$ cat config.mk
export PLATFORM = sky130hd
export DESIGN_NAME = synthesijer_shift_pipe
export DESIGN_NICKNAME = d
export VERILOG_FILES = /design/src/rtl/synthesijer_shift_pipe.sv
export SDC_FILE = /design/constraint.sdc
export NUM_CORES = 1
export LEC_CHECK = 0
export BUFFER_PORTS_ARGS = -buffer_cell sky130_fd_sc_hd__clkbuf_2
export CAP_MARGIN = 20
export CELL_PAD_IN_SITES_DETAIL_PLACEMENT = 1
export CELL_PAD_IN_SITES_GLOBAL_PLACEMENT = 1
export CORE_ASPECT_RATIO = 1.4
export CORE_MARGIN = 1
export CORE_UTILIZATION = 26
export CTS_CLUSTER_DIAMETER = 50
export DETAILED_ROUTE_END_ITERATION = 8
export PLACE_DENSITY_LB_ADDON = 0.12
export SLEW_MARGIN = 5
export SYNTH_ARGS = -nofsm -noshare
export SYNTH_HDL_FRONTEND = slang
export SYNTH_SLANG_ARGS = --single-unit
$ cat constraint.sdc
create_clock -name clk -period 8.41 [get_ports clk]
set_input_delay 1.682 -clock clk [delete_from_list [all_inputs] [get_ports clk]]
set_output_delay 1.682 -clock clk [all_outputs]
set_load 0.02 [all_outputs]
$ cat src/rtl/synthesijer_shift_pipe.sv
// Pipelined barrel shifter: logical/arithmetic right, left and rotate right by b mod WIDTH.
// Latency: ceil(log2(WIDTH)/LEVELS_PER_STAGE) cycles from nd to valid, one op per cycle.
// No backpressure: stage-valid advances every cycle, result holds the last valid value.
module synthesijer_shift_pipe #(
    parameter int WIDTH            = 64,
    parameter int LEVELS_PER_STAGE = 2
) (
    input  logic             clk,
    input  logic             reset,
    input  logic [WIDTH-1:0] a,
    input  logic [WIDTH-1:0] b,
    input  logic [1:0]       mode,
    input  logic             nd,
    output logic [WIDTH-1:0] result,
    output logic             valid
);

    localparam int SHAMT_W = $clog2(WIDTH);
    localparam int LATENCY = (SHAMT_W + LEVELS_PER_STAGE - 1) / LEVELS_PER_STAGE;

    localparam logic [1:0] MODE_LSR = 2'b00;
    localparam logic [1:0] MODE_ASR = 2'b01;
    localparam logic [1:0] MODE_LSL = 2'b10;

    // Pipeline registers, one entry per stage.
    logic [WIDTH-1:0]   data_q [LATENCY];
    logic [SHAMT_W-1:0] amt_q  [LATENCY];
    logic [1:0]         mode_q [LATENCY];
    logic               sign_q [LATENCY];
    logic               vld_q  [LATENCY];

    // Combinational stage inputs and shifted outputs.
    logic [WIDTH-1:0]   in_data  [LATENCY];
    logic [SHAMT_W-1:0] in_amt   [LATENCY];
    logic [1:0]         in_mode  [LATENCY];
    logic               in_sign  [LATENCY];
    logic               in_vld   [LATENCY];
    logic [WIDTH-1:0]   nxt_data [LATENCY];

    logic unused_tail;

    function automatic logic [WIDTH-1:0] shift_level(
        input logic [WIDTH-1:0] d,
        input logic [1:0]       m,
        input logic             sign,
        input int               sh
    );
        logic [WIDTH-1:0] r;
        case (m)
            MODE_LSR: r = d >> sh;
            MODE_ASR: r = (d >> sh) | (sign ? ~({WIDTH{1'b1}} >> sh) : '0);
            MODE_LSL: r = d << sh;
            default:  r = (d >> sh) | (d << (WIDTH - sh));
        endcase
        return r;
    endfunction

    // Stage 0 sees the ports directly; the sign is captured here so later
    // arithmetic levels do not depend on already-shifted data.
    always_comb begin
        in_data[0] = a;
        in_amt[0]  = b[SHAMT_W-1:0];
        in_mode[0] = mode;
        in_sign[0] = a[WIDTH-1];
        in_vld[0]  = nd;
        for (int i = 1; i < LATENCY; i++) begin
            in_data[i] = data_q[i-1];
            in_amt[i]  = amt_q[i-1];
            in_mode[i] = mode_q[i-1];
            in_sign[i] = sign_q[i-1];
            in_vld[i]  = vld_q[i-1];
        end
    end

    always_comb begin
        logic [WIDTH-1:0]   d;
        logic [SHAMT_W-1:0] amt_bits;
        int                 k;
        d        = '0;
        amt_bits = '0;
        k        = 0;
        for (int i = 0; i < LATENCY; i++) begin
            d = in_data[i];
            for (int l = 0; l < LEVELS_PER_STAGE; l++) begin
                k        = i * LEVELS_PER_STAGE + l;
                // Levels past SHAMT_W shift out every amount bit, so they never fire.
                amt_bits = in_amt[i] >> k;
                if (amt_bits[0]) begin
                    d = shift_level(d, in_mode[i], in_sign[i], 1 << k);
                end
            end
            nxt_data[i] = d;
        end
    end

    always_ff @(posedge clk or posedge reset) begin
        if (reset) begin
            for (int i = 0; i < LATENCY; i++) begin
                data_q[i] <= '0;
                amt_q[i]  <= '0;
                mode_q[i] <= '0;
                sign_q[i] <= 1'b0;
                vld_q[i]  <= 1'b0;
            end
        end else begin
            for (int i = 0; i < LATENCY; i++) begin
                vld_q[i] <= in_vld[i];
                if (in_vld[i]) begin
                    data_q[i] <= nxt_data[i];
                    amt_q[i]  <= in_amt[i];
                    mode_q[i] <= in_mode[i];
                    sign_q[i] <= in_sign[i];
                end
            end
        end
    end

    assign result = data_q[LATENCY-1];
    assign valid  = vld_q[LATENCY-1];

    // Upper amount bits and the last stage's control fields have no consumer.
    assign unused_tail = ^{b[WIDTH-1:SHAMT_W], amt_q[LATENCY-1], mode_q[LATENCY-1], sign_q[LATENCY-1]};

endmodule
# Word level (Yosys, flattened, before mapping)
# Cells that the tools add are included.
# totals
register_bits	213
latch_bits	0
ram_bits	0
mem_bits_ro	0
input_bits	133
output_inout_bits	65
elab_cells	51
memories	0
# op_classes
addsub	0
n_mul	0
div	0
n_lt_le_gt_ge	0
n_eq_ne	6
shifts	0
n_mux	18
bitwise	12
n_reduce_logical	3
# ops
cell	count
$pmux W64 S3	6
$mux W64	12
$or A32 B64 Y64	2
$or A48 B64 Y64	2
$or A56 B64 Y64	2
$or A60 B64 Y64	2
$or A62 B64 Y64	2
$or A63 B64 Y64	2
$eq A2 B1 Y1 const B	3
$eq A2 B2 Y1 const B	3
$logic_not A2 Y1	3

# Depth between registers and ports, before layout
# depth
word_depth	7
depth_mapped	8
depth_no_buf	4

# Worst setup path before layout
# Ideal clock, no wire load.
# synth_path
path_type	input to register
start	in b[0]
end	reg data_q[147] (netlist bit)
setup_time_ps	142
arrival_time_ps	2741
t_required_ps	8268
setup_slack_ps	5527
path_stages	6
path_buffers	2
path_cell_list	inv_2 -> buf_4 -> buf_6 -> mux4_2 -> nor2_1 -> a211oi_1
# synth_via
elab_chain_len	4
word_cells_on_any_way	5
classes_between	mux (3); bitwise (2)
# synth_rtl
item	line_no	text
start, declared	11	input logic [WIDTH-1:0] b,
$mux W64 *	88	if (amt_bits[0]) begin
$or A62 B64 Y64 (on tied branches)	53, 51	
$pmux W64 S3	49	case (m)
$mux W64 *	88	
end signal, assigned by index	109	data_q[i] <= nxt_data[i];
end, declared	26	logic [WIDTH-1:0] data_q [LATENCY];
# Every way passes the cells marked *; elsewhere a longest branch is shown, timed or not.
# A chain may end at the register's enable or synchronous reset.

# Worst setup path after layout
# layout_path
start	in mode[0]
end	reg data_q[160] (netlist bit)
# layout_via
elab_chain_len	6
word_cells_on_any_way	9
classes_between	eq/ne (2); mux (4); bitwise (2); reduce/logical (1)
# layout_rtl
item	line_no	text
start, declared	12	input logic [1:0] mode,
$eq A2 B2 Y1, or another cell as far along	49	
$pmux W64 S3	49	
$mux W64	88	
$or A62 B64 Y64 (on tied branches)	53, 51	
$pmux W64 S3	49	
$mux W64 *	88	
# Marks and branches as above.

==> run_results.csv <==
group,metric,value,unit
outcome,status,"complete, no violations",
clocking,clk_path_buf_depth,3,
sta,tns_setup,0,ps
worst_setup_path,worst_setup_path_end_kind,"register",
final_layout,fin_nets,1868,
synth,netlist.top_cell.by_area,"dfrtp_1",
global_route,grt_first_pass_wirelength,111000,um
placement,post_place_cells,2517,
sta,setup-violations-final,0,
placement,gp_congestion,0.802,
drt,remaining_number_of_nets_flagged_by_the_antenna_check_after_routing,0,
synth,yosysSeqAreaShare,31.8,%
global_route,globalRoute.totalOverflow,0,
synth,netlist.area_leader.share,31.8,%
drt,drt_drc_violations_left,0,
drt,num_vias,15000,
drt,routed_wirelength,74100,um
drt,drt_first_iter_violations,904,
die,start_util,26.3,%
synth,postSynthAreaPerCell,9.20,um^2
power_and_ir_drop,internal_power,2.81,mW
worst_setup_path,worst_path_largest_cell_delay,870,ps
clocking,clkSinkCount,207,
sta,fin_skew,23.8,ps
worst_setup_path,setup.reg_to_reg.worst_slack,5340,ps
clocking,cts_made_buffers,40,
synth,area_of_the_mapped_netlist,0.0163,mm^2
worst_setup_path,worst_path_max_delay_cell,"buf_4",
synth,postSynthRegisterBits,207,
die,design.die.area,0.0637,mm^2
drt,first_pass_iters,6,
die,row_count,108,
power_and_ir_drop,comb_power_share,28.7,%
sta,grt_setup_unrepaired,"false",
clocking,tritoncts,"yes",
worst_setup_path,critical_path_class,"primary input to register",
clocking,holdBufCountCts,0,
sta,post-route-min-period,3760,ps
clocking,cts_resized,0,
final_layout,mostFrequentLayoutCell,"dfrtp_1",
placement,dpl.hpwl,51700,um
die,die_width,214,um
sta,finalHoldViolCount,0,
sta,final.period_utilization,44.8,%
power_and_ir_drop,power_leakage,7.12,nW
sta,maxClockFrequency,266,MHz
worst_setup_path,timing.critical_path.from_type,"primary input",
job,cap_viol_max_count,0,
sta,whs,482,ps
drt,viasPerCell,5.80,
synth,number_of_enable_flip_flop_cells_after_synthesis,0,
worst_setup_path,critical_path_peak_fanout,69,
final_layout,diodes,0,
die,core_region_area,0.0620,mm^2
sta,worst_pin_slew,1120,ps
final_layout,layout.cells.non_filler,2591,
synth,synth.top_cells.by_area,"dfrtp_1, mux4_2, mux2i_1",
synth,postSynthCellCount,1770,
final_layout,drive_gt1_share,21.2,%
clocking,root_buffer,"clkbuf_16",
global_route,global_route.usage.total,23.4,%
final_layout,syn_to_final_growth,12.2,%
clocking,cts_setup_buffers,0,
drt,routed_wire_length_per_instance,28.6,um
power_and_ir_drop,worst_vdd_rail_ir_drop,121,uV
synth,synth-warning-count,0,
clocking,clock_latency,570,ps
synth,synth_cell_type_count,67,
worst_setup_path,startpoint_of_the_lowest_slack_register_to_register_path,"in_mode[2]",
synth,synth_fp_nets,1903,
synth,yosys_most_used_dff,"dfrtp_1",
power_and_ir_drop,power.share.sequential,34.3,%
final_layout,final_cell_mix,"dfrtp_1, nand2_1, nor2_1",
worst_setup_path,worstPathCellList,"clkbuf_2, and2b_4, buf_4, mux4_2, nor2_1, a211oi_1",
worst_setup_path,critical_path_required,8880,ps
worst_setup_path,r2r_end,"data_q[112]",
synth,postSynth.asyncResetShare,100,%
worst_setup_path,worstRegToRegCells,6,
worst_setup_path,worst_setup_path_startpoint,"mode[0]",
clocking,clock_tree.htree_level_count,2,
power_and_ir_drop,switching_share,39.3,%
worst_setup_path,critical_path_arrival,4230,ps
sta,maxSlewViolCount,0,
final_layout,final_core_utilization,29.5,%
worst_hold_path,hp-class,"register to register",
final_layout,fill_cells,7166,
power_and_ir_drop,power.density,253,mW/mm^2
global_route,grt_max_degree,93,
worst_hold_path,min_from,"result[5]",
clocking,clock_slew_seen_by_the_registers_of_the_worst_setup_and_hold_paths,50,ps
placement,count_of_buffers_inserted_at_the_top_level_ports,139,
sta,max_slew_margin,25.3,%
die,die_h,298,um
power_and_ir_drop,clockPowerShare,36.9,%
global_route,number_of_antenna_violations_at_the_first_check_in_global_routing,0,
global_route,vias_in_the_first_global_route,15800,
power_and_ir_drop,power.net_switching,1.82,mW
worst_setup_path,critPathCapture,"data_q[160]",
die,floorplan.io_pins,198,
-- cell usage after synthesis (all sizes together) (5+ instances only) --
cell,number
a21oi,96
o32a,9
o31ai,9
o211ai,17
a221o,20
nor3,28
o2bb2ai,17
a211o,5
a22o,18
mux4,76
a31oi,57
o221ai,21
o21ai,76
clkbuf,81
a211oi,84
mux2,12
o21a,22
nor2b,26
o41a,12
or2,12
and3,36
o22a,7
dfrtp,207
mux2i,112
a311oi,25
nand2,173
a2111oi,16
inv,11
nand2b,23
a31o,5
nor2,148
o22ai,92
and3b,19
buf,167
-- layout make-up --
class	instances	area [um^2]	share of cell area (%)
Multi-Input combinational cell	1304	9670	52.9
Timing Repair Buffer	171	943	5.16
Inverter	11	52.6	0.288
Tap cell	825	1030	5.65
Clock inverter	24	290	1.59
Sequential cell	207	5190	28.4
Clock buffer	49	1100	6.00
-- state kept, by name (all words and copies together), names as in the netlist --
register,cells
amt_q,6
in_sign,2
result,64
in_vld,2
data_q,128
valid,1
in_mode,4
-- critical path: cells and delay by family --
kind	cells	cell delay [ps]
buffers and inverters	2	1070
AND/OR/NAND/NOR	2	750
multiplexers	1	370
AO/OA/AOI/OAI	1	220
-- metal layers --
metal  vias up  part of all wire [%]  GRT usage, %
met5         -                     0             0
met4         0                   3.2          7.67
li1       6734                     -             -
met3        95                   3.2          2.60
met1      7893                    42          29.4
met2       314                    51          41.2
-- power groups by stage --
stage	Sequential, mW	Clock (mW)	Combinational [mW]
2_1_floorplan	1.37	0	1.09
5_1_grt	1.62	1.78	1.45
3_3_place_gp	1.60	0	1.33
3_5_place_dp	1.61	0	1.34
6_report	1.59	1.71	1.33
4_1_cts	1.59	1.75	1.35
-- stage by stage --
stage	cell area, um^2	power (mW)	setup WS, ps
finish	18300	4.63	4650
global route	18300	4.85	4360
CTS	18300	4.69	4520
detailed placement	16900	2.95	3920
global placement	16900	2.93	3940
floorplan	16300	2.46	1080
-- cell families (layout without fill, tap and decap cells) --
kind of cell | after synthesis | in the layout | share of synthesized area [%]
AO/OA/AOI/OAI | 630 | 630 | 27.3
multiplexers | 200 | 200 | 18.2
flip-flops | 207 | 207 | 31.8
buffers and inverters | 259 | 255 | 9.00
AND/OR/NAND/NOR | 474 | 474 | 13.7
-- worst min path at each step --
| stage | end | slack (ps) | depth (start not counted) |
|---|---|---|---|
| final | result[5] | 480 | 1 |
| after global routing | result[5] | 500 | 1 |
| after CTS | result[5] | 490 | 1 |
| after detailed placement | result[5] | 470 | 1 |
| after global placement | result[9] | 470 | 1 |
| after floorplan | in_vld[0] | 350 | 0 |
(Power assumes the default switching activity.)
